### config.mk
export PLATFORM = sky130hd
export DESIGN_NAME = alu_sequencer_flat
export DESIGN_NICKNAME = d
export VERILOG_FILES = /design/src/rtl/alu_seq_pkg.sv /design/src/rtl/alu_sequencer_if.sv /design/src/rtl/alu_seq_regfile.sv /design/src/rtl/alu_sequencer.sv /design/src/flat_wrapper.sv
export SDC_FILE = /design/constraint.sdc
export NUM_CORES = 1
export LEC_CHECK = 0
export BUFFER_PORTS_ARGS = -buffer_cell sky130_fd_sc_hd__buf_4
export CAP_MARGIN = 0
export CORE_MARGIN = 3
export CORE_UTILIZATION = 35
export CTS_BUF_LIST = sky130_fd_sc_hd__clkbuf_2
export CTS_CLUSTER_DIAMETER = 60
export DETAILED_ROUTE_END_ITERATION = 6
export GPL_TIMING_DRIVEN = 0
export HOLD_SLACK_MARGIN = 0.15
export MAX_ROUTING_LAYER = met4
export PLACE_DENSITY_LB_ADDON = 0.1
export SYNTH_ARGS = -nofsm -noshare
export SYNTH_HDL_FRONTEND = slang
export SYNTH_SLANG_ARGS = --single-unit
### constraint.sdc
create_clock -name clk -period 4.04 [get_ports clk]
set_clock_uncertainty 0.2 [all_clocks]
set_input_delay 0.404 -clock clk [delete_from_list [all_inputs] [get_ports clk]]
set_output_delay 0.404 -clock clk [all_outputs]
set_load 0.01 [all_outputs]
### src/rtl/alu_seq_pkg.sv
`default_nettype none
// ============================================================================
// Module  : alu_seq_pkg
// Brief   : Shared types, default sizes and instruction field offsets for the
//           ALU sequencer.
// Revision: 1.0 - initial release
// ============================================================================
package alu_seq_pkg;

    localparam int DEF_WIDTH  = 6;
    localparam int DEF_OPW    = 1;
    localparam int DEF_NREGS  = 4;
    localparam int DEF_PDEPTH = 16;

    typedef enum logic [1:0] {
        CLS_ALU  = 2'b00,
        CLS_LDI  = 2'b01,
        CLS_BZ   = 2'b10,
        CLS_HALT = 2'b11
    } cls_e;

    typedef enum logic [2:0] {
        IDLE   = 3'd0,
        FETCH  = 3'd1,
        DECODE = 3'd2,
        EXEC   = 3'd3,
        DONE   = 3'd4
    } state_e;

    // Instruction word layout, MSB first: {cls, opc, rd, rs1, rs2, imm}
    function automatic int rs2_lsb(input int width);
        return width;
    endfunction

    function automatic int rs1_lsb(input int width, input int rw);
        return width + rw;
    endfunction

    function automatic int rd_lsb(input int width, input int rw);
        return width + 2 * rw;
    endfunction

    function automatic int opc_lsb(input int width, input int rw);
        return width + 3 * rw;
    endfunction

    function automatic int cls_lsb(input int width, input int opw, input int rw);
        return width + 3 * rw + opw;
    endfunction

    function automatic int instr_width(input int width, input int opw, input int rw);
        return 2 + opw + 3 * rw + width;
    endfunction

endpackage
`default_nettype wire

### src/rtl/alu_sequencer_if.sv
`default_nettype none
// ============================================================================
// Module  : alu_sequencer_if
// Brief   : Host/ALU-facing signal bundle of the ALU sequencer.
// Revision: 1.0 - initial release
// ============================================================================
interface alu_sequencer_if
    import alu_seq_pkg::*;
#(
    parameter int WIDTH  = DEF_WIDTH,
    parameter int OPW    = DEF_OPW,
    parameter int NREGS  = DEF_NREGS,
    parameter int PDEPTH = DEF_PDEPTH
);
    localparam int RW = $clog2(NREGS);
    localparam int PW = $clog2(PDEPTH);
    localparam int IW = instr_width(WIDTH, OPW, RW);

    logic              prog_we;
    logic [PW-1:0]     prog_addr;
    logic [IW-1:0]     prog_data;
    logic              start;
    logic [WIDTH-1:0]  A;
    logic [WIDTH-1:0]  B;
    logic [OPW-1:0]    OP;
    logic [WIDTH-1:0]  result;
    logic              ZF;
    logic              busy;
    logic              done;
    logic [PW-1:0]     pc;
    logic              zf_q;
    logic [RW-1:0]     dbg_sel;
    logic [WIDTH-1:0]  dbg_data;

    modport slave (
        input  prog_we, prog_addr, prog_data, start, result, ZF, dbg_sel,
        output A, B, OP, busy, done, pc, zf_q, dbg_data
    );

    modport master (
        output prog_we, prog_addr, prog_data, start, result, ZF, dbg_sel,
        input  A, B, OP, busy, done, pc, zf_q, dbg_data
    );

endinterface
`default_nettype wire

### src/rtl/alu_seq_regfile.sv
`default_nettype none
// ============================================================================
// Module  : alu_seq_regfile
// Brief   : NREGS x WIDTH register file, one write port, three async reads.
// Revision: 1.0 - initial release
// ============================================================================
module alu_seq_regfile #(
    parameter int WIDTH = 6,
    parameter int NREGS = 4,
    parameter int RW    = $clog2(NREGS)
) (
    input  logic             clk,
    input  logic             reset,
    input  logic             i_we,
    input  logic [RW-1:0]    i_waddr,
    input  logic [WIDTH-1:0] i_wdata,
    input  logic [RW-1:0]    i_raddr0,
    input  logic [RW-1:0]    i_raddr1,
    input  logic [RW-1:0]    i_raddr2,
    output logic [WIDTH-1:0] o_rdata0,
    output logic [WIDTH-1:0] o_rdata1,
    output logic [WIDTH-1:0] o_rdata2
);

    logic [WIDTH-1:0] r_mem [NREGS];

    always_ff @(posedge clk or negedge reset) begin
        if (!reset) begin
            for (int i = 0; i < NREGS; i++) begin
                r_mem[i] <= '0;
            end
        end else if (i_we) begin
            r_mem[i_waddr] <= i_wdata;
        end
    end

    assign o_rdata0 = r_mem[i_raddr0];
    assign o_rdata1 = r_mem[i_raddr1];
    assign o_rdata2 = r_mem[i_raddr2];

endmodule
`default_nettype wire

### src/rtl/alu_sequencer.sv
`default_nettype none
// ============================================================================
// Module  : alu_sequencer
// Brief   : Program-driven controller that feeds an external ALU and stores
//           its results; fetch/decode/execute, three cycles per instruction.
// Revision: 1.0 - initial release
// ============================================================================
module alu_sequencer
    import alu_seq_pkg::*;
#(
    parameter int WIDTH  = DEF_WIDTH,
    parameter int OPW    = DEF_OPW,
    parameter int NREGS  = DEF_NREGS,
    parameter int PDEPTH = DEF_PDEPTH
) (
    input  logic           clk,
    input  logic           reset,
    alu_sequencer_if.slave bus
);

    localparam int RW      = $clog2(NREGS);
    localparam int PW      = $clog2(PDEPTH);
    localparam int IW      = instr_width(WIDTH, OPW, RW);
    localparam int RS2_LSB = rs2_lsb(WIDTH);
    localparam int RS1_LSB = rs1_lsb(WIDTH, RW);
    localparam int RD_LSB  = rd_lsb(WIDTH, RW);
    localparam int OPC_LSB = opc_lsb(WIDTH, RW);
    localparam int CLS_LSB = cls_lsb(WIDTH, OPW, RW);
    localparam logic [PW-1:0] PC_ONE = PW'(1);

    state_e           r_state;
    state_e           w_state_nxt;
    logic [IW-1:0]    r_ir;
    logic [IW-1:0]    r_pmem [PDEPTH];
    logic [PW-1:0]    r_pc;
    logic [PW-1:0]    w_pc_nxt;
    logic             r_zf;
    logic             w_zf_nxt;
    logic             r_busy;
    logic             r_done;
    logic [WIDTH-1:0] r_a;
    logic [WIDTH-1:0] r_b;
    logic [OPW-1:0]   r_op;

    cls_e             w_cls;
    logic [OPW-1:0]   w_opc;
    logic [RW-1:0]    w_rd;
    logic [RW-1:0]    w_rs1;
    logic [RW-1:0]    w_rs2;
    logic [WIDTH-1:0] w_imm;
    logic             w_rf_we;
    logic [WIDTH-1:0] w_rf_wdata;
    logic [WIDTH-1:0] w_rs1_data;
    logic [WIDTH-1:0] w_rs2_data;

    assign w_cls = cls_e'(r_ir[CLS_LSB +: 2]);
    assign w_opc = r_ir[OPC_LSB +: OPW];
    assign w_rd  = r_ir[RD_LSB  +: RW];
    assign w_rs1 = r_ir[RS1_LSB +: RW];
    assign w_rs2 = r_ir[RS2_LSB +: RW];
    assign w_imm = r_ir[WIDTH-1:0];

    alu_seq_regfile #(
        .WIDTH (WIDTH),
        .NREGS (NREGS),
        .RW    (RW)
    ) u_regfile (
        .clk      (clk),
        .reset    (reset),
        .i_we     (w_rf_we),
        .i_waddr  (w_rd),
        .i_wdata  (w_rf_wdata),
        .i_raddr0 (w_rs1),
        .i_raddr1 (w_rs2),
        .i_raddr2 (bus.dbg_sel),
        .o_rdata0 (w_rs1_data),
        .o_rdata1 (w_rs2_data),
        .o_rdata2 (bus.dbg_data)
    );

    // Program memory keeps its contents across reset; writes only while idle.
    always_ff @(posedge clk) begin
        if (bus.prog_we && !r_busy) begin
            r_pmem[bus.prog_addr] <= bus.prog_data;
        end
    end

    always_comb begin
        w_state_nxt = r_state;
        w_pc_nxt    = r_pc;
        w_zf_nxt    = r_zf;
        w_rf_we     = 1'b0;
        w_rf_wdata  = bus.result;
        case (r_state)
            IDLE: begin
                if (bus.start) begin
                    w_state_nxt = FETCH;
                    w_pc_nxt    = '0;
                end
            end
            FETCH:  w_state_nxt = DECODE;
            DECODE: w_state_nxt = EXEC;
            EXEC: begin
                w_state_nxt = FETCH;
                case (w_cls)
                    CLS_ALU: begin
                        w_rf_we  = 1'b1;
                        w_zf_nxt = bus.ZF;
                        w_pc_nxt = r_pc + PC_ONE;
                    end
                    CLS_LDI: begin
                        w_rf_we    = 1'b1;
                        w_rf_wdata = w_imm;
                        w_zf_nxt   = (w_imm == '0);
                        w_pc_nxt   = r_pc + PC_ONE;
                    end
                    CLS_BZ: begin
                        w_pc_nxt = r_zf ? w_imm[PW-1:0] : r_pc + PC_ONE;
                    end
                    default: begin
                        w_state_nxt = DONE;
                    end
                endcase
            end
            DONE:    w_state_nxt = IDLE;
            default: w_state_nxt = IDLE;
        endcase
    end

    always_ff @(posedge clk or negedge reset) begin
        if (!reset) begin
            r_state <= IDLE;
            r_ir    <= '0;
            r_pc    <= '0;
            r_zf    <= 1'b0;
            r_busy  <= 1'b0;
            r_done  <= 1'b0;
            r_a     <= '0;
            r_b     <= '0;
            r_op    <= '0;
        end else begin
            r_state <= w_state_nxt;
            r_pc    <= w_pc_nxt;
            r_zf    <= w_zf_nxt;
            r_busy  <= (w_state_nxt != IDLE);
            r_done  <= (w_state_nxt == DONE);
            if (r_state == FETCH) begin
                r_ir <= r_pmem[r_pc];
            end
            // Operands latch here, so rd==rs aliasing sees pre-write values.
            if (r_state == DECODE) begin
                r_a  <= w_rs1_data;
                r_b  <= w_rs2_data;
                r_op <= w_opc;
            end
        end
    end

    assign bus.A    = r_a;
    assign bus.B    = r_b;
    assign bus.OP   = r_op;
    assign bus.busy = r_busy;
    assign bus.done = r_done;
    assign bus.pc   = r_pc;
    assign bus.zf_q = r_zf;

endmodule
`default_nettype wire
### src/flat_wrapper.sv
// flat-port wrapper written by rule: the top's interface ports become plain ports
module alu_sequencer_flat import alu_seq_pkg::*;
#(
    parameter int WIDTH  = DEF_WIDTH,
    parameter int OPW    = DEF_OPW,
    parameter int NREGS  = DEF_NREGS,
    parameter int PDEPTH = DEF_PDEPTH
)
  (clk, reset, bus_prog_we, bus_prog_addr, bus_prog_data, bus_start, bus_result, bus_ZF, bus_dbg_sel, bus_A, bus_B, bus_OP, bus_busy, bus_done, bus_pc, bus_zf_q, bus_dbg_data);
  alu_sequencer_if #(.WIDTH(WIDTH), .OPW(OPW), .NREGS(NREGS), .PDEPTH(PDEPTH)) bus_i ();
  input  logic clk;
  input  logic reset;
  input wire logic [$bits(bus_i.prog_we)-1:0] bus_prog_we;
  input wire logic [$bits(bus_i.prog_addr)-1:0] bus_prog_addr;
  input wire logic [$bits(bus_i.prog_data)-1:0] bus_prog_data;
  input wire logic [$bits(bus_i.start)-1:0] bus_start;
  input wire logic [$bits(bus_i.result)-1:0] bus_result;
  input wire logic [$bits(bus_i.ZF)-1:0] bus_ZF;
  input wire logic [$bits(bus_i.dbg_sel)-1:0] bus_dbg_sel;
  output wire logic [$bits(bus_i.A)-1:0] bus_A;
  output wire logic [$bits(bus_i.B)-1:0] bus_B;
  output wire logic [$bits(bus_i.OP)-1:0] bus_OP;
  output wire logic [$bits(bus_i.busy)-1:0] bus_busy;
  output wire logic [$bits(bus_i.done)-1:0] bus_done;
  output wire logic [$bits(bus_i.pc)-1:0] bus_pc;
  output wire logic [$bits(bus_i.zf_q)-1:0] bus_zf_q;
  output wire logic [$bits(bus_i.dbg_data)-1:0] bus_dbg_data;
  assign bus_i.prog_we = bus_prog_we;
  assign bus_i.prog_addr = bus_prog_addr;
  assign bus_i.prog_data = bus_prog_data;
  assign bus_i.start = bus_start;
  assign bus_i.result = bus_result;
  assign bus_i.ZF = bus_ZF;
  assign bus_i.dbg_sel = bus_dbg_sel;
  assign bus_A = bus_i.A;
  assign bus_B = bus_i.B;
  assign bus_OP = bus_i.OP;
  assign bus_busy = bus_i.busy;
  assign bus_done = bus_i.done;
  assign bus_pc = bus_i.pc;
  assign bus_zf_q = bus_i.zf_q;
  assign bus_dbg_data = bus_i.dbg_data;
  alu_sequencer #(.WIDTH(WIDTH), .OPW(OPW), .NREGS(NREGS), .PDEPTH(PDEPTH)) u_core (.clk(clk), .reset(reset), .bus(bus_i));
endmodule
==> Yosys cells after proc, flatten, opt, wreduce, memory -nomap -nowiden <==
Memories as Yosys holds them, arrays and structs flattened. A register that Yosys moved wholly into a read port is not among the register bits.
Index checks and enable logic that the tools add are counted.
{ "word_totals": {"register_bits": 47, "latchBits": 0, "ram_bits": 240, "romBits": 0, "input_bits": 32, "output_inout_bits": 26, "elab_cells": 71, "n_memories": 1} }
{ "classes": {"n_addsub": 1, "n_mul": 0, "n_div": 0, "n_lt_le_gt_ge": 5, "eq_ne": 8, "shift": 0, "muxes": 26, "n_bitwise": 4, "reduce_logical": 14} }
{ "memory_table": {"columns": ["name", "depth", "width", "read_ports", "rd_clocked_by_memory_dff", "wr", "line", "source"], "rows": [
  ["u_core.r_pmem", 16, 15, 1, 1, 1, "alu_sequencer.sv:34", "logic [IW-1:0] r_pmem [PDEPTH];"]
]} }
{ "ops": {"columns": ["op", "n"], "rows": [
  ["6-bit 2-to-1 mux", 9],
  ["6-bit binary-select mux with 2-bit select", 3],
  ["24-bit bitwise mux", 1],
  ["4-bit case mux with 2 select lines", 2],
  ["6-bit demux with 2-bit select", 1],
  ["3-bit greater-or-equal comparator, second input constant", 4],
  ["2-bit NOT with 3-bit output", 4],
  ["3-bit case mux with 4 select lines", 1],
  ["4-bit 2-to-1 mux", 2],
  ["3-bit by 2-bit == test with 1-bit output, second input constant", 2],
  ["6-bit logical NOT", 1],
  ["3-bit 2-to-1 mux", 2],
  ["4-bit by 1-bit adder with 4-bit output, second input constant", 1],
  ["1-bit 2-to-1 mux", 4],
  ["2-bit nonzero test", 2],
  ["3-bit by 1-bit == test with 1-bit output, second input constant", 1],
  ["3-bit == test, second input constant", 1],
  ["3-bit logical NOT", 1],
  ["3-bit by 1-bit < comparator with 1-bit output, second input constant", 1],
  ["3-bit != test, second input constant", 1],
  ["3-bit AND reduction", 1],
  ["3-bit nonzero test", 1],
  ["3-bit OR reduction", 1],
  ["2-bit by 1-bit == test with 1-bit output, second input constant", 1],
  ["other kinds (8)", 10]
]} }

==> Depth between registers and ports, before layout <==
{ "depth": {"word_depth": 6, "mapped_depth": 8, "depth_no_buf": 4} }

==> Cells and area by module <==
Synthesis repeated with hierarchy kept, for this count alone.
{ "unflattened": {"cells_unflattened": 624, "hier_area_um2": 12309.3} }
{ "by_module_without_submodules": {"columns": ["module", "n_inst", "cells_per_inst", "area_per_inst_um2", "seq_area_each_um2"], "rows": [
  ["alu_sequencer", 1, 551, 10971.8, 8157.8],
  ["alu_seq_regfile", 1, 73, 1337.5, 600.6]
]} }

==> Worst setup path after synthesis <==
No wires, ideal clock.
{ "synth_path": {"kind": "register to register", "start": "register u_core.r_busy (netlist: u_core.bus.busy)", "end": "memory u_core.r_pmem[0][0] (netlist name), enable pin", "setup_time_ps": 406, "arrival_time_ps": 2009, "required_ps": 3434, "slack_ps": 1425, "stages_incl_launch_ff": 4, "n_path_buf": 0, "period_less_slack_ps": 2615, "path_cell_list": "dfrtp_1 > nand2b_1 > or3_1 > nor3_1"} }
{ "synth_via": {"elab_chain_cells": 4} }
{ "synth_lines": {"columns": ["item", "line", "source"], "rows": [
  ["from (decl)", "alu_sequencer.sv:39", "logic r_busy;"],
  ["from (signal assigned)", "alu_sequencer.sv:145", "r_busy <= (w_state_nxt != IDLE);"],
  ["1-bit logical NOT", "alu_sequencer.sv:83", "if (bus.prog_we && !r_busy) begin"],
  ["1-bit logical AND", "alu_sequencer.sv:83", null],
  ["1-bit 2-to-1 mux", "alu_sequencer.sv:83", null],
  ["1-bit 2-to-1 mux (implied by the code)", "alu_sequencer.sv:84", "r_pmem[bus.prog_addr] <= bus.prog_data;"],
  ["to (decl)", "alu_sequencer.sv:34", null]
]} }
No other way between the ends.

==> Worst setup path after layout <==
{ "layout_path": {"start": "register u_core.r_busy (netlist: u_core.bus.busy)", "end": "memory u_core.r_pmem[8][6] (netlist name), enable pin"} }
The elaborated chain is that of the path after synthesis.

==> flow_metrics.tcl <==
set metrics [dict create \
    status "finished, final reports clean" \
    pin_count_of_the_biggest_net_entering_global_routing 63 \
    post_synth.cell_area_avg_sq_um 18.5 \
    worst_pin_slew_ns 0.865 \
    routed-via-count 6985 \
    crit_type "reg -> reg" \
    cp_data_arrival_time_ns 3.14 \
    crit_path_capture_type "register" \
    yosys.cell_types.count 39 \
    max-vdd-ir-drop_mv 0.246 \
    power.density_cell_area_mw_per_mm2 587 \
    clk_latency_worst_skew_pair_ns 0.88 \
    grt_remaining_overflow 0 \
    die_h_um 192 \
    combinational_family_with_the_most_area_after_synthesis "multiplexers" \
    first_global_vias 7490 \
    cap_violations 0 \
    critical_path.reg2reg.endpoint "u_core.r_pmem[8][6]" \
    clock_sink_count 302 \
    proportion_of_synthesized_area_in_mux_cells 0.176 \
    min_delay_path_depth 4 \
    grtUsageTotal 0.177 \
    worstHoldPathType "in -> reg" \
    rows 67 \
    finalCriticalPeriod_ns 2.80 \
    max_fanout_on_critical_path 9 \
    worst_hold_path.endpoint "u_core.u_regfile.r_mem[4]" \
    postCtsResizedCells 0 \
    min-delay-start "bus_result[4]" \
    synth_xor_xnor_area_share 0 \
    synth_simple_gate_area_share 0.0381 \
    worst_r2r_path_depth 6 \
    setup_viol_count_final 0 \
    final_common_cell "sky130_fd_sc_hd__edfxtp_1" \
    mappedNetlistNets 688 \
    r2r_setup_slack_ns 1.24 \
    post_route_cells_drive_above_1_share 0.350 \
    drc 0 \
    final_antenna_net_count 0 \
    clock_path_buffers 3 \
    syn_area_sq_mm 0.0121 \
    core_area_sq_mm 0.0338 \
    report.power.total_mw 8.68 \
    dr_vias_cell 5.07 \
    design.die.area_sq_mm 0.0368 \
    nNetsFinal 903 \
    floorplan.initialDensity 0.358 \
    initial_antenna_violation_count 1 \
    syn_to_final_growth_pct 22.3 \
    start_kind "register" \
    layout.cells.most_common_list "sky130_fd_sc_hd__edfxtp_1 (240), sky130_fd_sc_hd__clkbuf_2 (114), sky130_fd_sc_hd__mux4_2 (64), sky130_fd_sc_hd__buf_4 (64), sky130_fd_sc_hd__dfrtp_1 (62)" \
    totalWireLength_mm 30.8 \
    rsz0062_at_grt "false" \
    boundaryPins 58 \
    portBuffers 56 \
    hpwlAfterDp_mm 19.9 \
    cts-htree-levels 3 \
    compound_cell_area_share_of_the_yosys_netlist 0.0457 \
    drt_pre_antenna_iters 7 \
    clockRootBuffer "sky130_fd_sc_hd__clkbuf_2" \
    r2r-start "u_core.bus.busy" \
    cts_buffers 78 \
    grt_pass1_wl_mm 46.1 \
    synth_seq_cells 302 \
    period_share 0.693 \
    fp.dieW_um 192 \
    clk_pin_slew_ns 0.09 \
    final_max_slew_viol_count 0 \
    tritoncts_clock_tree "built" \
    synth.yosys.warnings 0 \
    post_synthesis_share_of_cell_area_spent_on_full_adders_half_adders_and_majority_gates 0.00103 \
    initialDrtViolationCount 445 \
    synth_seq_area_share 0.724 \
    route.detailed.wl_per_inst_um 22.4 \
    required_ns 4.38 \
    timing.slew.headroom 0.424 \
    hold_viol_final 0 \
    count_of_mapped_cells_out_of_synthesis 655 \
    achievable-frequency_ghz 0.357 \
    sum_of_negative_setup_slack_ns 0 \
    p_leak_nw 5.16 \
    final_weighted_congestion_in_routability_driven_placement 0.781 \
]
layer usage:
layer / share of wire / vias up / global-route usage
met2: 0.50 / 192 / 0.287
met4: 0.020 / 0 / 0.0596
met1: 0.43 / 3608 / 0.220
met3: 0.052 / 56 / 0.0425
met5: 0 / - / -
li1: - / 3129 / -
worst max path at each step:
stage,from,end,slack (ns),cells past startpoint
after floorplan,u_core.bus.busy,u_core.r_pmem[0][0],1.42,3
after global placement,bus_prog_addr[2],u_core.r_pmem[0][6],0.16,3
after detailed placement,u_core.bus.pc[1],u_core.r_ir[8],1.34,6
after CTS,u_core.bus.busy,u_core.r_pmem[8][6],1.21,6
after global routing,u_core.bus.busy,u_core.r_pmem[8][4],1.06,6
final,u_core.bus.busy,u_core.r_pmem[8][6],1.24,6
stage by stage:
| step | worst slack [ns] | instances | area, sq um | hold WS, ns | utilization |
|---|---|---|---|---|---|
| finish | 1.24 | 1377 | 14800 | 0.306 | 0.438 |
| detailed placement | 1.34 | 1178 | 13400 | 0.300 | 0.397 |
| CTS | 1.21 | 1376 | 14800 | 0.200 | 0.438 |
| global route | 1.06 | 1377 | 14800 | 0.254 | 0.438 |
| global placement | 0.165 | 1159 | 13100 | 0.292 | 0.387 |
| floorplan | 1.42 | 655 | 12100 | -0.0916 | - |
report_power, final:
| part | internal [mW] | leakage [nW] | switching (mW) | total, mW |
|---|---|---|---|---|
| Sequential | 3.68 | 2.88 | 0.306 | 3.99 |
| Combinational | 1.26 | 1.73 | 1.27 | 2.53 |
| Clock | 0.941 | 0.550 | 1.23 | 2.17 |
final cells by class:
type / count / area, sq um
clock buffers: 113 / 566
fillers: 3067 / 19000
flip-flops and latches: 302 / 8760
repair buffers: 135 / 1330
diodes: 1 / 2.50
multi-input cells: 315 / 3200
inverters: 2 / 7.51
plain buffers: 36 / 175
clock inverters: 25 / 183
well taps: 448 / 561
flip-flops by register name, indices dropped and copies added (netlist names):
name                    count
u_core.bus.B                6
u_core.bus.zf_q             1
u_core.r_state              3
u_core.r_ir                15
u_core.bus.OP               1
u_core.bus.busy             1
u_core.bus.pc               4
u_core.u_regfile.r_mem     24
u_core.bus.A                6
u_core.bus.done             1
u_core.r_pmem             240
repair_timing:
| item | 4_1_cts | 5_1_grt |
|---|---|---|
| setup buffers | 0 | 0 |
| hold buffers | 60 | 0 |
| hold endpoints to repair | 560 | 0 |
synthesized netlist by cell type (all sizes together):
| master | count | share of area |
|---|---|---|
| a211oi | 1 | 0.00062 |
| a21oi | 11 | 0.0046 |
| a22o | 12 | 0.0087 |
| a22oi | 16 | 0.0099 |
| a31oi | 1 | 0.00052 |
| a32oi | 1 | 0.00072 |
| and2 | 2 | 0.0010 |
| and3 | 1 | 0.00052 |
| and3b | 2 | 0.0014 |
| and4 | 1 | 0.00072 |
| and4bb | 1 | 0.0010 |
| buf | 19 | 0.0091 |
| clkbuf | 17 | 0.0054 |
| dfrtp | 62 | 0.13 |
| edfxtp | 240 | 0.60 |
| ha | 1 | 0.0010 |
| inv | 2 | 0.00062 |
| mux2 | 28 | 0.026 |
| mux2i | 37 | 0.031 |
| mux4 | 64 | 0.12 |
| nand2 | 28 | 0.0087 |
| nand2b | 4 | 0.0021 |
| nand3 | 3 | 0.0012 |
| nand3b | 4 | 0.0025 |
| nand4b | 1 | 0.00072 |
| nor2 | 29 | 0.0092 |
| nor2b | 3 | 0.0016 |
| nor3 | 8 | 0.0033 |
| nor3b | 1 | 0.0010 |
| nor4 | 2 | 0.0010 |
| nor4b | 1 | 0.00072 |
| o21ai | 50 | 0.021 |
| or3 | 1 | 0.00052 |
| or3b | 1 | 0.00072 |
kinds of logic after synthesis:
family,after synthesis
and+or+nand+nor,93
adders and majority gates,1
muxes,129
AOI/OAI and AO/OA,92
DFF,302
buffers and inverters,38
critical path, stage by stage, from the launching register on:
cell,delay (ns)
sky130_fd_sc_hd__dfrtp_1,0.41
sky130_fd_sc_hd__nand2b_1,0.18
sky130_fd_sc_hd__nor2_1,0.09
sky130_fd_sc_hd__nand2_1,0.06
sky130_fd_sc_hd__dlygate4sd3_1,0.65
sky130_fd_sc_hd__nor3_2,0.64
sky130_fd_sc_hd__buf_6,0.26
(Power assumes the default switching activity.)
